[src/rtl/div_unit.sv]
// Multi-cycle radix-2 restoring divider for DIV/DIVU; ready 33 cycles after start, stall held meanwhile.
// DIV_ZERO_FASTPATH_EN: a zero divisor skips the iterations and completes one cycle after start.
module div_unit #(
  parameter int WIDTH = 32,
  parameter int CNT_W = 6
) (
  input  logic                 clk,
  input  logic                 resetn,
  input  logic                 start_i,
  input  logic                 signed_i,
  input  logic [WIDTH-1:0]     a_i,
  input  logic [WIDTH-1:0]     b_i,
  input  logic                 annul_i,
  output logic [2*WIDTH-1:0]   result_o,
  output logic                 ready_o,
  output logic                 stall_o
);

  typedef enum logic [1:0] {IDLE, BUSY, DONE} state_e;

  state_e             state_q, state_d;
  logic [CNT_W-1:0]   cnt_q, cnt_d;
  logic [WIDTH-1:0]   rem_q, rem_d;
  logic [WIDTH-1:0]   quo_q, quo_d;
  logic [WIDTH-1:0]   dsr_q, dsr_d;
  logic [WIDTH-1:0]   araw_q, araw_d;
  logic               sgnq_q, sgnq_d;
  logic               sgnr_q, sgnr_d;
  logic               div0_q, div0_d;
  logic [2*WIDTH-1:0] result_q, result_d;

  logic [WIDTH-1:0]   a_mag, b_mag;
  logic [WIDTH:0]     rem_sh, rem_sub;
  logic               ge;
  logic [WIDTH-1:0]   rem_nx, quo_nx, rem_fix, quo_fix;
  logic               stall;

  always_comb begin
    a_mag   = (signed_i && a_i[WIDTH-1]) ? ('0 - a_i) : a_i;
    b_mag   = (signed_i && b_i[WIDTH-1]) ? ('0 - b_i) : b_i;
    // rem < divisor before the shift, so the difference never reaches bit WIDTH unless it borrowed
    rem_sh  = {rem_q, quo_q[WIDTH-1]};
    rem_sub = rem_sh - {1'b0, dsr_q};
    ge      = ~rem_sub[WIDTH];
    rem_nx  = ge ? rem_sub[WIDTH-1:0] : rem_sh[WIDTH-1:0];
    quo_nx  = {quo_q[WIDTH-2:0], ge};
    rem_fix = sgnr_q ? ('0 - rem_nx) : rem_nx;
    quo_fix = sgnq_q ? ('0 - quo_nx) : quo_nx;
  end

  always_comb begin
    state_d  = state_q;
    cnt_d    = cnt_q;
    rem_d    = rem_q;
    quo_d    = quo_q;
    dsr_d    = dsr_q;
    araw_d   = araw_q;
    sgnq_d   = sgnq_q;
    sgnr_d   = sgnr_q;
    div0_d   = div0_q;
    result_d = result_q;
    stall    = 1'b0;
    case (state_q)
      IDLE: begin
        cnt_d = '0;
        if (start_i && !annul_i) begin
          stall  = 1'b1;
          rem_d  = '0;
          quo_d  = a_mag;
          dsr_d  = b_mag;
          araw_d = a_i;
          sgnq_d = signed_i & (a_i[WIDTH-1] ^ b_i[WIDTH-1]);
          sgnr_d = signed_i & a_i[WIDTH-1];
          div0_d = (b_i == '0);
`ifdef DIV_ZERO_FASTPATH_EN
          if (b_i == '0) begin
            state_d  = DONE;
            result_d = {a_i, {WIDTH{1'b1}}};
          end else begin
            state_d = BUSY;
          end
`else
          state_d = BUSY;
`endif
        end
      end
      BUSY: begin
        if (annul_i) begin
          state_d = IDLE;
          cnt_d   = '0;
        end else begin
          stall = 1'b1;
          rem_d = rem_nx;
          quo_d = quo_nx;
          cnt_d = cnt_q + CNT_W'(1);
          if (cnt_q == CNT_W'(WIDTH-1)) begin
            state_d  = DONE;
            cnt_d    = '0;
            result_d = div0_q ? {araw_q, {WIDTH{1'b1}}} : {rem_fix, quo_fix};
          end
        end
      end
      DONE: begin
        // start_i may still be high for the same instruction; never restart from here
        state_d = IDLE;
      end
      default: state_d = IDLE;
    endcase
  end

  always_ff @(posedge clk or negedge resetn) begin
    if (!resetn) begin
      state_q  <= IDLE;
      cnt_q    <= '0;
      rem_q    <= '0;
      quo_q    <= '0;
      dsr_q    <= '0;
      araw_q   <= '0;
      sgnq_q   <= 1'b0;
      sgnr_q   <= 1'b0;
      div0_q   <= 1'b0;
      result_q <= '0;
    end else begin
      state_q  <= state_d;
      cnt_q    <= cnt_d;
      rem_q    <= rem_d;
      quo_q    <= quo_d;
      dsr_q    <= dsr_d;
      araw_q   <= araw_d;
      sgnq_q   <= sgnq_d;
      sgnr_q   <= sgnr_d;
      div0_q   <= div0_d;
      result_q <= result_d;
    end
  end

  assign result_o = result_q;
  assign ready_o  = (state_q == DONE);
  assign stall_o  = resetn & stall;

endmodule

[config.mk]
export PLATFORM = sky130hd
export DESIGN_NAME = div_unit
export DESIGN_NICKNAME = d
export VERILOG_FILES = /design/src/rtl/div_unit.sv
export SDC_FILE = /design/constraint.sdc
export NUM_CORES = 1
export LEC_CHECK = 0
export CORE_MARGIN = 3
export CORE_UTILIZATION = 55
export DETAILED_ROUTE_END_ITERATION = 6
export PLACE_DENSITY_LB_ADDON = 0.05
export SYNTH_ARGS = -nofsm -noshare
export SYNTH_HDL_FRONTEND = slang
export SYNTH_SLANG_ARGS = --single-unit
export TNS_END_PERCENT = 30
[constraint.sdc]
create_clock -name clk -period 11.76 [get_ports clk]
set_clock_uncertainty 0.05 [all_clocks]
set_input_delay 2.94 -clock clk [delete_from_list [all_inputs] [get_ports clk]]
set_output_delay 2.94 -clock clk [all_outputs]
set_load 0.05 [all_outputs]
# After elaboration in Yosys (flattened, before gate mapping)
# Cells that the tools add are included.
[classes]
n_eq_ne = 6
bitwise_logic = 6
order_cmp = 0
addsub = 6
n_shift = 0
mul = 0
n_mux = 22
n_div = 0
n_reduce_logical = 11
[ops]
columns = ["cell", "count"]
rows = [
  ["two-way mux 32 bit", 9],
  ["case mux 32 bit (2 select lines)", 2],
  ["subtractor 1 x 32 -> 32 bit (first input constant)", 4],
  ["two-way mux 64 bit", 1],
  ["subtractor 33 x 32 -> 33 bit", 1],
  ["logical NOT 32 bit", 1],
  ["two-way mux 6 bit", 2],
  ["case mux 6 bit (2 select lines)", 1],
  ["adder 6 x 1 -> 6 bit (second input constant)", 1],
  ["== test 6 x 5 -> 1 bit (second input constant)", 1],
  ["two-way mux 2 bit", 3],
  ["AND reduction 3 bit", 2],
  ["inequality test 2 bit (second input constant)", 2],
  ["case mux 2 bit (2 select lines)", 1],
  ["AND reduction 2 bit", 2],
  ["AND 1 bit", 3],
  ["logical AND 1 bit", 3],
  ["inequality test 3 bit (second input constant)", 1],
  ["== test 2 x 1 -> 1 bit (second input constant)", 1],
  ["== test 2 bit (second input constant)", 1],
  ["logical NOT 2 bit", 1],
  ["two-way mux 1 bit", 2],
  ["inverter 1 bit", 2],
  ["case mux 1 bit (2 select lines)", 1],
  ["3 further kinds", 3],
]
[totals]
inputBits = 69
output_inout_bits = 66
register_bits = 203
elab_cells = 61
ramBits = 0
n_memories = 0
rom_bits = 0
latchBits = 0

# Longest topological paths before layout
[depth]
depth_word = 5
ltp_mapped = 22
ltp_nobuf = 20

# Least setup slack after synthesis
# Ideal clock, no wire load.
[synth_path]
kind = "input port to output port"
startpoint = "input port annul_i"
endpoint = "output port stall_o"
n_path_buf = 1
t_arrival_ns = 4.466
cell_stages = 4
required_time_ns = 8.770
slack_ns = 4.304
path_cell_list = "nor4b_1 > nor2_1 > clkbuf_1 > nor2b_1"
[synth_via]
elab_chain_len = 5
elab_cells_between_ends = 6
classes_between = "mux (3); bitwise (1); reduce/logical (2)"
[synth_lines]
columns = ["item", "line_no", "rtl"]
rows = [
  ["start, declared", "13", "input logic annul_i,"],
  ["logical NOT 1 bit", "66", "if (start_i && !annul_i) begin"],
  ["logical AND 1 bit", "66", ""],
  ["two-way mux 1 bit", "66", ""],
  ["case mux 1 bit (2 select lines) (*)", "63", "case (state_q)"],
  ["AND 1 bit (*)", "139", "assign stall_o = resetn & stall;"],
  ["end, declared", "16", "output logic stall_o"],
]
# Every way passes the cells marked *; elsewhere a longest branch is shown, timed or not.

# Worst setup path in the final report
# Ends and elaborated chain as after synthesis.

==> results.cfg <==
[final_layout]
nFillCells = 2153
drive_above_1_share_pct = 5.298
final_common_cell = nand2_1
most-common-layout-cells = nand2_1, dfrtp_1, o21ai_0, a21oi_1, nor2_1
syn_to_final_growth_pct = 17.12
nets = 1882
diodes = 0
final_util_pct = 65.61
seq_area_sq_um = 5081
multiInputGateArea_sq_um = 8000

[detailed_routing]
routed_wl_mm = 41.21
via_count = 12860
viasPerCell = 6.074
wl_per_cell_um = 19.47
drc = 0
dr.first_iter.drc_count = 1280
dr.pass1.iters = 5
drtAntennaViolNets = 0

[power]
switching_share_pct = 35.22
power.switching_uw = 818.9
clkPwrFrac_pct = 34.4
power.share.sequential_pct = 37.4
power_density_nw_per_um2 = 145.3
p_leak_uw = 0.006938
ir_drop_v = 0.0001083
power_frac_comb_pct = 28.2
p_int_uw = 1506

[worst_setup_path]
worstPathRequired_ns = 8.77
max_stage_delay_ns = 0.81
crit_path_start_kind = primary input
cp_common_cell = clkdlybuf4s50_1
critPathArrivalTime_ns = 5.31
slowest_stage = clkdlybuf4s50_1
crit_type = primary input to primary output
crit_chain = clkdlybuf4s50_1 -> nor2_1 -> nor2_4 -> nor2b_1 -> clkdlybuf4s50_1
end_kind = primary output
crit_fanout = 9

[global_routing]
grt_max_degree = 97
grtUsageTotal_pct = 30.66
grt_pass1_wl_mm = 65.22
grt_antenna_before_repair = 0
first_global_vias = 11940
gr-total-overflow = 0

[die]
fp.dieH_um = 163.6
num_rows = 57
dieArea_sq_um = 26770
ios = 135
start_util_pct = 56.02
die_w_um = 163.6
coreArea_sq_um = 24390

[cts]
clk_pin_slew_worst_paths_ns = 0.06
htreeDepth = 1
clockBufferDepth = 3
cts.repair.resized = 0
ctsRootBufferMaster = clkbuf_16
cts_sinks = 203
cts_setup_buffers = 0
insertion_delay_ns = 0.52
postCtsHoldBufs = 0
numCtsBuffers = 24
cts_tree = done

[worst_hold_path]
hp-class = flop to flop

[sta]
fin_crit_sh_pct = 70.56
maxSlewHeadroom_pct = 19.89
worst_slew_pin_slew_ns = 1.171
fmax_mhz = 120.5
final_max_slew_viol_count = 0
rsz0062_at_grt = false
setup_viol = 0
min_period_ns = 8.298
fin_setup_tns_ns = 0
hold_violations = 0

[logic_synthesis]
ys_ff_latch = 203
yosys.cell_types.count = 85
syn_avg_cell_area_sq_um = 8.061
yosysTopAreaCell = dfrtp_1
ys_warn_count = 0
yosysSeqAreaShare_pct = 37.18
synth_enable_flop_cells = 0
ys_dominant_reg_cell = dfrtp_1
synth_area_leaders = dfrtp_1, nand2_1, o21ai_0, a21oi_1, xnor2_1
ys_async_sr_fraction_pct = 100.0
synth_nets = 1802
synth_top_cell_area_share_pct = 37.18
syn_inst = 1695
synth_area_sq_um = 13660

[place]
gp_congestion = 0.9149
portBuffers = 134
place_hpwl_mm = 30.32

[run_status]
status = complete, no violations

[run]
maxCapViolations = 0
## worst max-delay path: cells and delay by family
kind,cells,cell delay (ns)
buf+inv,2,1.35
simple gates,3,1.02
## metrics by stage
stage / hold WS (ns) / total power (uW) / setup slack [ns] / instances / cell area (sq um)
2_1_floorplan: 0.3868 / 1301 / 4.304 / 1695 / 13660
3_3_place_gp: 0.3997 / 1502 / 3.531 / 2073 / 15150
4_1_cts: 0.4262 / 2318 / 3.503 / 2117 / 16000
5_1_grt: 0.4517 / 2444 / 3.373 / 2117 / 16000
6_report: 0.4221 / 2325 / 3.462 / 2117 / 16000
3_5_place_dp: 0.4052 / 1517 / 3.501 / 2073 / 15150
## final timing paths
| check | start | to | slack, ns | depth (start not counted) |
|---|---|---|---|---|
| max in group asynchronous | resetn | cnt_q[1]$_DFFE_PN0N_ | 7.93 | 2 |
| worst max-delay path | annul_i | stall_o | 3.46 | 5 |
| worst max register to register | quo_q[31]$_DFFE_PN0P_ | result_o[59]$_DFFE_PN0P_ | 6.46 | 16 |
| min in group asynchronous | resetn | result_o[61]$_DFFE_PN0P_ | 2.38 | 1 |
| worst min register to register | araw_q[16]$_DFFE_PN0P_ | araw_q[16]$_DFFE_PN0P_ | 0.42 | 2 |
| worst min-delay path | araw_q[16]$_DFFE_PN0P_ | araw_q[16]$_DFFE_PN0P_ | 0.42 | 2 |
## power by group through the flow
stage                     logic, uW  registers [uW]  clock network, uW
after floorplan                 458             844                  0
after detailed placement        637             880                  0
after global placement          626             876                  0
after CTS                       641             868                808
final                           655             871                800
after global routing            723             882                839
## synthesized netlist by cell type, types with 9 or more instances
library cell	number
o21a_1	12
a31oi_1	10
dfrtp_1	203
nand2b_1	9
o21ai_0	188
nor2_1	140
or3_1	24
o31ai_1	24
nand2_1	287
xnor2_1	62
o211ai_1	9
a21boi_0	9
xor2_1	61
or4_1	9
nor4_1	18
mux2i_1	40
o41ai_1	14
and3_1	15
clkbuf_1	71
nor3_1	29
buf_2	14
ha_1	37
a21oi_1	156
nand4_1	14
inv_1	58
and2_1	13
nand3_1	29
## layer usage
metal / GRT usage [%] / wire [um] / up-vias
met3: 4.996 / 3008 / 67
li1: - / - / 6161
met5: 0 / 0 / -
met4: 7.266 / 921 / 0
met1: 47.46 / 19810 / 6136
met2: 44.77 / 17470 / 495
## state kept, by name, indices dropped and copies added (netlist names)
name / count
div0_q: 1
sgnq_q: 1
rem_q: 32
dsr_q: 32
quo_q: 32
state_q: 2
cnt_q: 6
result_o: 64
sgnr_q: 1
araw_q: 32
## logic make-up (layout without fill, tap and decap cells)
family / Yosys count / in the layout / share of synthesized area [%]
and+or+nand+nor: 632 / 632 / 21.51
DFF: 203 / 203 / 37.18
buffers and inverters: 153 / 251 / 4.469
adders and majority gates: 38 / 38 / 3.535
xor gates and xnor gates: 123 / 123 / 7.885
AOI/OAI and AO/OA: 500 / 500 / 21.97
muxes: 46 / 46 / 3.452
## final cells by class
| type | instances | area share [%] |
|---|---|---|
| flip-flops and latches | 203 | 31.75 |
| multi-input cells | 1339 | 49.99 |
| inverters | 61 | 1.431 |
| clock buffers | 30 | 4.152 |
| repair buffers | 146 | 8.968 |
| well taps | 324 | 2.533 |
| clock inverters | 14 | 1.173 |
Note: power is estimated with default switching activity, not from simulation.
